### config.mk
export PLATFORM = sky130hd
export DESIGN_NAME = i2c_cmd_sequencer
export DESIGN_NICKNAME = d
export VERILOG_FILES = /design/src/rtl/i2c_seq_pkg.sv /design/src/rtl/i2c_seq_fifo.sv /design/src/rtl/i2c_cmd_sequencer.sv
export SDC_FILE = /design/constraint.sdc
export NUM_CORES = 1
export LEC_CHECK = 0
export CORE_UTILIZATION = 55
export DETAILED_ROUTE_END_ITERATION = 6
export HOLD_SLACK_MARGIN = 0.02
export PLACE_DENSITY = 0.73
export SYNTH_ARGS = -nofsm -noshare
export SYNTH_HDL_FRONTEND = slang
export SYNTH_SLANG_ARGS = --single-unit
export TNS_END_PERCENT = 20
### constraint.sdc
create_clock -name clk -period 5.65 [get_ports clk]
set_input_delay 1.13 -clock clk [delete_from_list [all_inputs] [get_ports clk]]
set_output_delay 1.13 -clock clk [all_outputs]
set_load 0.01 [all_outputs]
### src/rtl/i2c_seq_pkg.sv
// rtl/i2c_seq_pkg.sv - shared state encoding and constants for the I2C command sequencer
package i2c_seq_pkg;

  typedef enum logic [1:0] {
    IDLE    = 2'd0,
    ISSUE   = 2'd1,
    WAIT_RD = 2'd2,
    PUSH    = 2'd3
  } seq_state_t;

  // Legacy command word bit that marks a read transaction
  localparam int RD_VALID_BIT = 31;

  // Result word reported when a read never completes
  localparam logic [31:0] DEFAULT_TIMEOUT_VALUE = 32'hdeadf00d;

endpackage

### src/rtl/i2c_seq_fifo.sv
// rtl/i2c_seq_fifo.sv - 32-bit synchronous FIFO with registered head word, level and clear
module i2c_seq_fifo #(
  parameter int DEPTH = 16
) (
  input  logic                     clk,
  input  logic                     rst,
  input  logic                     clear,
  input  logic                     push,
  input  logic [31:0]              wdata,
  input  logic                     pop,
  output logic [31:0]              rdata,
  output logic [$clog2(DEPTH):0]   level,
  output logic                     full,
  output logic                     empty
);

  localparam int AW = $clog2(DEPTH);
  localparam int LW = AW + 1;
  localparam logic [AW-1:0] PTR_ONE  = AW'(1);
  localparam logic [LW-1:0] LVL_ONE  = LW'(1);
  localparam logic [LW-1:0] LVL_FULL = LW'(DEPTH);

  logic [31:0]   mem_q [DEPTH];
  logic [AW-1:0] wr_ptr_q, wr_ptr_d;
  logic [AW-1:0] rd_ptr_q, rd_ptr_d;
  logic [LW-1:0] level_q, level_d;
  logic [31:0]   rdata_q, rdata_d;
  logic          do_push;
  logic          do_pop;

  assign full    = (level_q == LVL_FULL);
  assign empty   = (level_q == '0);
  assign do_push = push && !full && !clear;
  assign do_pop  = pop && !empty && !clear;
  assign rdata   = rdata_q;
  assign level   = level_q;

  // Pointer/level bookkeeping; the head register always holds the oldest word
  always_comb begin
    wr_ptr_d = wr_ptr_q;
    rd_ptr_d = rd_ptr_q;
    level_d  = level_q;
    rdata_d  = rdata_q;
    if (clear) begin
      wr_ptr_d = '0;
      rd_ptr_d = '0;
      level_d  = '0;
    end else begin
      if (do_push) wr_ptr_d = wr_ptr_q + PTR_ONE;
      if (do_pop)  rd_ptr_d = rd_ptr_q + PTR_ONE;
      level_d = level_q + LW'(do_push) - LW'(do_pop);
      if (do_pop) begin
        if (level_q == LVL_ONE) begin
          if (do_push) rdata_d = wdata;
        end else begin
          rdata_d = mem_q[rd_ptr_q + PTR_ONE];
        end
      end else if (do_push && empty) begin
        rdata_d = wdata;
      end
    end
  end

  // Storage array write; contents need no reset since level gates visibility
  always_ff @(posedge clk) begin
    if (do_push) mem_q[wr_ptr_q] <= wdata;
  end

  // Control and head register state
  always_ff @(posedge clk) begin
    if (rst) begin
      wr_ptr_q <= '0;
      rd_ptr_q <= '0;
      level_q  <= '0;
      rdata_q  <= '0;
    end else begin
      wr_ptr_q <= wr_ptr_d;
      rd_ptr_q <= rd_ptr_d;
      level_q  <= level_d;
      rdata_q  <= rdata_d;
    end
  end

endmodule

### src/rtl/i2c_cmd_sequencer.sv
// rtl/i2c_cmd_sequencer.sv - command queue and readback collector for the I2C engine; watchdog under I2C_CMD_SEQ_TIMEOUT_EN
module i2c_cmd_sequencer
  import i2c_seq_pkg::*;
#(
  parameter int          CMD_DEPTH      = 16,
  parameter int          RES_DEPTH      = 8,
  parameter int          TIMEOUT_CYCLES = 2**20,
  parameter logic [31:0] TIMEOUT_VALUE  = DEFAULT_TIMEOUT_VALUE
) (
  input  logic                         clk,
  input  logic                         rst,
  input  logic                         flush,
  input  logic                         s_cmd_valid,
  input  logic [31:0]                  s_cmd_data,
  output logic                         s_cmd_ready,
  output logic                         m_cmd_valid,
  output logic [31:0]                  m_cmd_data,
  input  logic                         m_cmd_ready,
  input  logic                         s_int_valid,
  output logic                         s_int_ready,
  input  logic [31:0]                  s_rb_data,
  output logic                         m_res_valid,
  output logic [31:0]                  m_res_data,
  input  logic                         m_res_ready,
  output logic [$clog2(CMD_DEPTH):0]   cmd_level,
  output logic [$clog2(RES_DEPTH):0]   res_level,
  output logic                         busy,
  output logic                         timeout_flag
);

  seq_state_t  state_q, state_d;
  logic [31:0] cmd_q, cmd_d;
  logic [31:0] rb_q, rb_d;
  logic        cmd_pop;
  logic        res_push;
  logic [31:0] cmd_rdata;
  logic        cmd_full, cmd_empty;
  logic        res_full, res_empty;
  logic        wd_expired;

  i2c_seq_fifo #(.DEPTH(CMD_DEPTH)) u_cmd_fifo (
    .clk   (clk),
    .rst   (rst),
    .clear (flush),
    .push  (s_cmd_valid && s_cmd_ready),
    .wdata (s_cmd_data),
    .pop   (cmd_pop),
    .rdata (cmd_rdata),
    .level (cmd_level),
    .full  (cmd_full),
    .empty (cmd_empty)
  );

  i2c_seq_fifo #(.DEPTH(RES_DEPTH)) u_res_fifo (
    .clk   (clk),
    .rst   (rst),
    .clear (1'b0),
    .push  (res_push),
    .wdata (rb_q),
    .pop   (m_res_ready),
    .rdata (m_res_data),
    .level (res_level),
    .full  (res_full),
    .empty (res_empty)
  );

  assign s_cmd_ready = !cmd_full;
  assign m_cmd_valid = (state_q == ISSUE);
  assign m_cmd_data  = cmd_q;
  assign s_int_ready = (state_q == WAIT_RD);
  assign m_res_valid = !res_empty;
  assign busy        = (state_q != IDLE) || !cmd_empty;

`ifdef I2C_CMD_SEQ_TIMEOUT_EN
  localparam logic [31:0] WD_LAST = 32'(TIMEOUT_CYCLES - 1);

  logic [31:0] wd_cnt_q, wd_cnt_d;
  logic        flag_q;

  assign wd_expired   = (state_q == WAIT_RD) && !s_int_valid && (wd_cnt_q == WD_LAST);
  assign timeout_flag = flag_q;

  // Watchdog only counts in WAIT_RD, so it is zero on every entry
  always_comb begin
    wd_cnt_d = '0;
    if (state_q == WAIT_RD) wd_cnt_d = wd_cnt_q + 32'd1;
  end

  // Watchdog counter and sticky expiry flag; expiry wins over a same-cycle flush
  always_ff @(posedge clk) begin
    if (rst) begin
      wd_cnt_q <= '0;
      flag_q   <= 1'b0;
    end else begin
      wd_cnt_q <= wd_cnt_d;
      if (wd_expired)  flag_q <= 1'b1;
      else if (flush)  flag_q <= 1'b0;
    end
  end
`else
  logic unused_wd_cfg;

  assign wd_expired    = 1'b0;
  assign timeout_flag  = 1'b0;
  assign unused_wd_cfg = ^32'(TIMEOUT_CYCLES);
`endif

  // Sequencer: fetch one command, present it, then collect readback for reads
  always_comb begin
    state_d  = state_q;
    cmd_d    = cmd_q;
    rb_d     = rb_q;
    cmd_pop  = 1'b0;
    res_push = 1'b0;
    unique case (state_q)
      IDLE: begin
        if (!cmd_empty && !flush) begin
          cmd_pop = 1'b1;
          cmd_d   = cmd_rdata;
          state_d = ISSUE;
        end
      end
      ISSUE: begin
        if (m_cmd_ready) state_d = cmd_q[RD_VALID_BIT] ? WAIT_RD : IDLE;
      end
      WAIT_RD: begin
        if (s_int_valid) begin
          rb_d    = s_rb_data;
          state_d = PUSH;
        end else if (wd_expired) begin
          rb_d    = TIMEOUT_VALUE;
          state_d = PUSH;
        end
      end
      PUSH: begin
        if (!res_full) begin
          res_push = 1'b1;
          state_d  = IDLE;
        end
      end
      default: state_d = IDLE;
    endcase
  end

  // Sequencer state, latched command word and captured readback
  always_ff @(posedge clk) begin
    if (rst) begin
      state_q <= IDLE;
      cmd_q   <= '0;
      rb_q    <= '0;
    end else begin
      state_q <= state_d;
      cmd_q   <= cmd_d;
      rb_q    <= rb_d;
    end
  end

endmodule
==> summary.txt <==
status -> complete, no violations
sequential-to-total area share from yosys stat -> 0.735
clock share of power -> 0.355
mapped cell area -> 0.0355 sq mm
setup violators final -> 0
1st-iter DRT viols -> 1691
min cycle time layout -> 3720 ps
post-synth top area share -> 0.649
routability congestion estimate from global placement -> 0.790
die area -> 0.0656 sq mm
Design Power -> 17.0 mW
I/O Buffers -> 148
slew margin rel. -> 0.179
Initial Util -> 0.560
row cnt -> 92
Yosys reg bits -> 921
multi-input combinational cell area -> 0.00892 sq mm
Post-synth EDFFs -> 768
share of cells above drive strength 1 -> 0.198
crit end category -> register
Routed WL -> 79.7 mm
vias per inst -> 6.12
Sink Count -> 921
via count -> 18641
RR Startpoint -> u_cmd_fifo.level[2]$_SDFF_PP0_
Routed WL per cell -> 26.1 um
P_int -> 12.5 mW
drc violations -> 0
Area Overhead vs Synth -> 15.6%
# IOs -> 150
max-cap violations -> 0
f_max -> 269 MHz
switching power -> 4.46 mW
WS Path Type -> input port to register
htree depth -> 3
Total Nets Final -> 2216
# fillers -> 4171
WP data required -> 5900 ps
Max Slew Vio Count -> 0
cell taking the most area after synthesis -> edfxtp_1
worst-path maximum fanout -> 32
detailed placement HPWL -> 46.6 mm
top post-synthesis cells by area -> edfxtp_1 65%, mux4_2 12%, dfxtp_1 8.6%
Reg-to-Reg End -> u_cmd_fifo.mem_q[15][7]$_DFFE_PP_
DRT Pass-1 Iters -> 5
depth of the most critical reg-to-reg path -> 6
Power Dens Cells -> 413 mW/mm^2
gr usage total -> 0.246
vias in the first global route -> 19451
asr flop ratio synth -> 0
Worst-path clk slew -> 60 ps
Slew @ Worst Pin -> 1220 ps
flop2flop setup slack -> 2140 ps
chip width -> 256 um
syn avg cell area -> 18.2 sq um
core area -> 0.0634 sq mm
worst skew pair latency -> 640 ps
Sw Ratio -> 0.263
CP startpoint -> flush
Peak VDD IR -> 0.000310 V
largest net degree at the start of global routing -> 66
Post-CTS Setup Inserts -> 0
cts repair resizes -> 0
leakage power -> 13.3 nW
Setup TNS -> 0 ps
clock skew -> 20.0 ps
Hold WS -> 457 ps
most instantiated cells after synthesis -> 768 x edfxtp_1, 214 x nand2_1, 192 x mux4_2, 153 x dfxtp_1, 105 x a21oi_1
Flop pwr share -> 0.458
Syn Inst Count -> 1956
Chip Height -> 256 um
CP startpoint kind -> input port
post-synthesis cell type count -> 46
combinational fraction of design power -> 0.187
Antenna Diode Count -> 0
RSZ-0062 raised after global routing -> no
first-pass GRT wire length -> 120 mm
Top FF cell, synth -> edfxtp_1
Final Hold Fails -> 0
count leader, synth -> edfxtp_1
Synth Net Count -> 2048
Synth Warn # -> 0
clk buf depth -> 3
Storage cell area -> 0.0261 sq mm
Inserted Clock Buffers -> 91
TritonCTS clock tree -> built
crit path DAT -> 3970 ps
DRT antenna net count -> 0
initial antenna violation count -> 1
GRT overflow -> 0
Post-CTS Hold Buffers -> 0
Root Buffer -> clkbuf_16
Worst Setup EP -> u_cmd_fifo.mem_q[15][7]$_DFFE_PP_
Worst Hold Class -> register to register
Tcrit/Tclk final -> 0.658
## power by group through the flow
stage	Sequential [mW]	Combinational, mW	Clock [mW]
2_1_floorplan	7.86	2.13	0
3_3_place_gp	7.91	3.12	0
3_5_place_dp	7.92	3.19	0
4_1_cts	7.78	3.21	6.09
5_1_grt	7.80	3.41	6.34
6_report	7.77	3.18	6.02
## per-stage QoR
stage | utilization | cell area [sq um] | setup WS [ps] | instances
CTS | 0.647 | 41100 | 1970 | 3048
global placement | 0.600 | 38100 | 1410 | 2877
detailed placement | 0.600 | 38100 | 1320 | 2877
floorplan | - | 35500 | 1170 | 1956
finish | 0.647 | 41100 | 1930 | 3048
global route | 0.647 | 41100 | 1770 | 3048
## registers in the layout (all words and copies together), names as in the netlist, named ones only
name,flops
u_res_fifo.mem_q,256
u_cmd_fifo.level,5
u_res_fifo.level,4
m_cmd_data,32
u_res_fifo.rdata,32
u_cmd_fifo.mem_q,512
u_res_fifo.rd_ptr_q,3
rb_q,32
u_cmd_fifo.rdata,32
state_q,1
u_cmd_fifo.rd_ptr_q,4
u_cmd_fifo.wr_ptr_q,4
u_res_fifo.wr_ptr_q,3
## critical path: stages
cell and delay, ps:
clkdlybuf4s50_1 570, nor3_1 780, nand2_1 440, nor2_4 1010
## cells in the final DEF, fill, tap and decap left out, drive strengths merged, types with 7 or more instances in the layout
master,n
clkdlybuf4s50,147
bufinv,7
a211oi,65
nor2b,35
mux2i,67
clkinv,35
o221a,32
dfxtp,153
nand2,214
inv,25
edfxtp,768
nor2,73
o221ai,32
nor3,8
xor2,10
clkbuf,123
xnor2,7
ha,19
mux4,192
buf,49
a21oi,106
## worst min path at each step
stage | from | to | slack, ps | cells past startpoint
3_5_place_dp | m_cmd_data[23]$_SDFFE_PP0N_ | m_cmd_data[23]$_SDFFE_PP0N_ | 450 | 2
4_1_cts | m_cmd_data[23]$_SDFFE_PP0N_ | m_cmd_data[23]$_SDFFE_PP0N_ | 460 | 2
2_1_floorplan | u_cmd_fifo.rdata[30]$_SDFFE_PP0P_ | m_cmd_data[30]$_SDFFE_PP0N_ | 430 | 2
3_3_place_gp | m_cmd_data[18]$_SDFFE_PP0N_ | m_cmd_data[18]$_SDFFE_PP0N_ | 440 | 2
5_1_grt | m_cmd_data[22]$_SDFFE_PP0N_ | m_cmd_data[22]$_SDFFE_PP0N_ | 480 | 2
6_report | m_cmd_data[19]$_SDFFE_PP0N_ | m_cmd_data[19]$_SDFFE_PP0N_ | 460 | 2
## logic make-up (layout without fill, tap and decap cells)
family | after synthesis | count (layout) | synth area share
DFF | 921 | 921 | 0.735
and+or+nand+nor | 351 | 351 | 0.0424
muxes | 259 | 259 | 0.141
AOI/OAI and AO/OA | 244 | 244 | 0.0487
buffers and inverters | 142 | 388 | 0.0196
adders and majority gates | 21 | 21 | 0.00782
xor gates and xnor gates | 17 | 17 | 0.00525
other | 1 | 1 | 0.000106
## routing by layer
layer,vias to the layer above,wire [um],global-route usage
li1,8088,-,-
met1,9614,30900,0.319
met2,778,41300,0.425
met3,159,4910,0.0376
met4,2,2530,0.0863
met5,-,13,0
## cell type report
cell class / instances / area share
Clock buffer: 123 / 0.0619
Clock inverter: 48 / 0.0111
Inverter: 21 / 0.00192
Multi-Input combinational cell: 893 / 0.217
Sequential cell: 921 / 0.637
Tap cell: 846 / 0.0258
Timing Repair Buffer: 196 / 0.0454
Power figures use the tool's default switching activity.
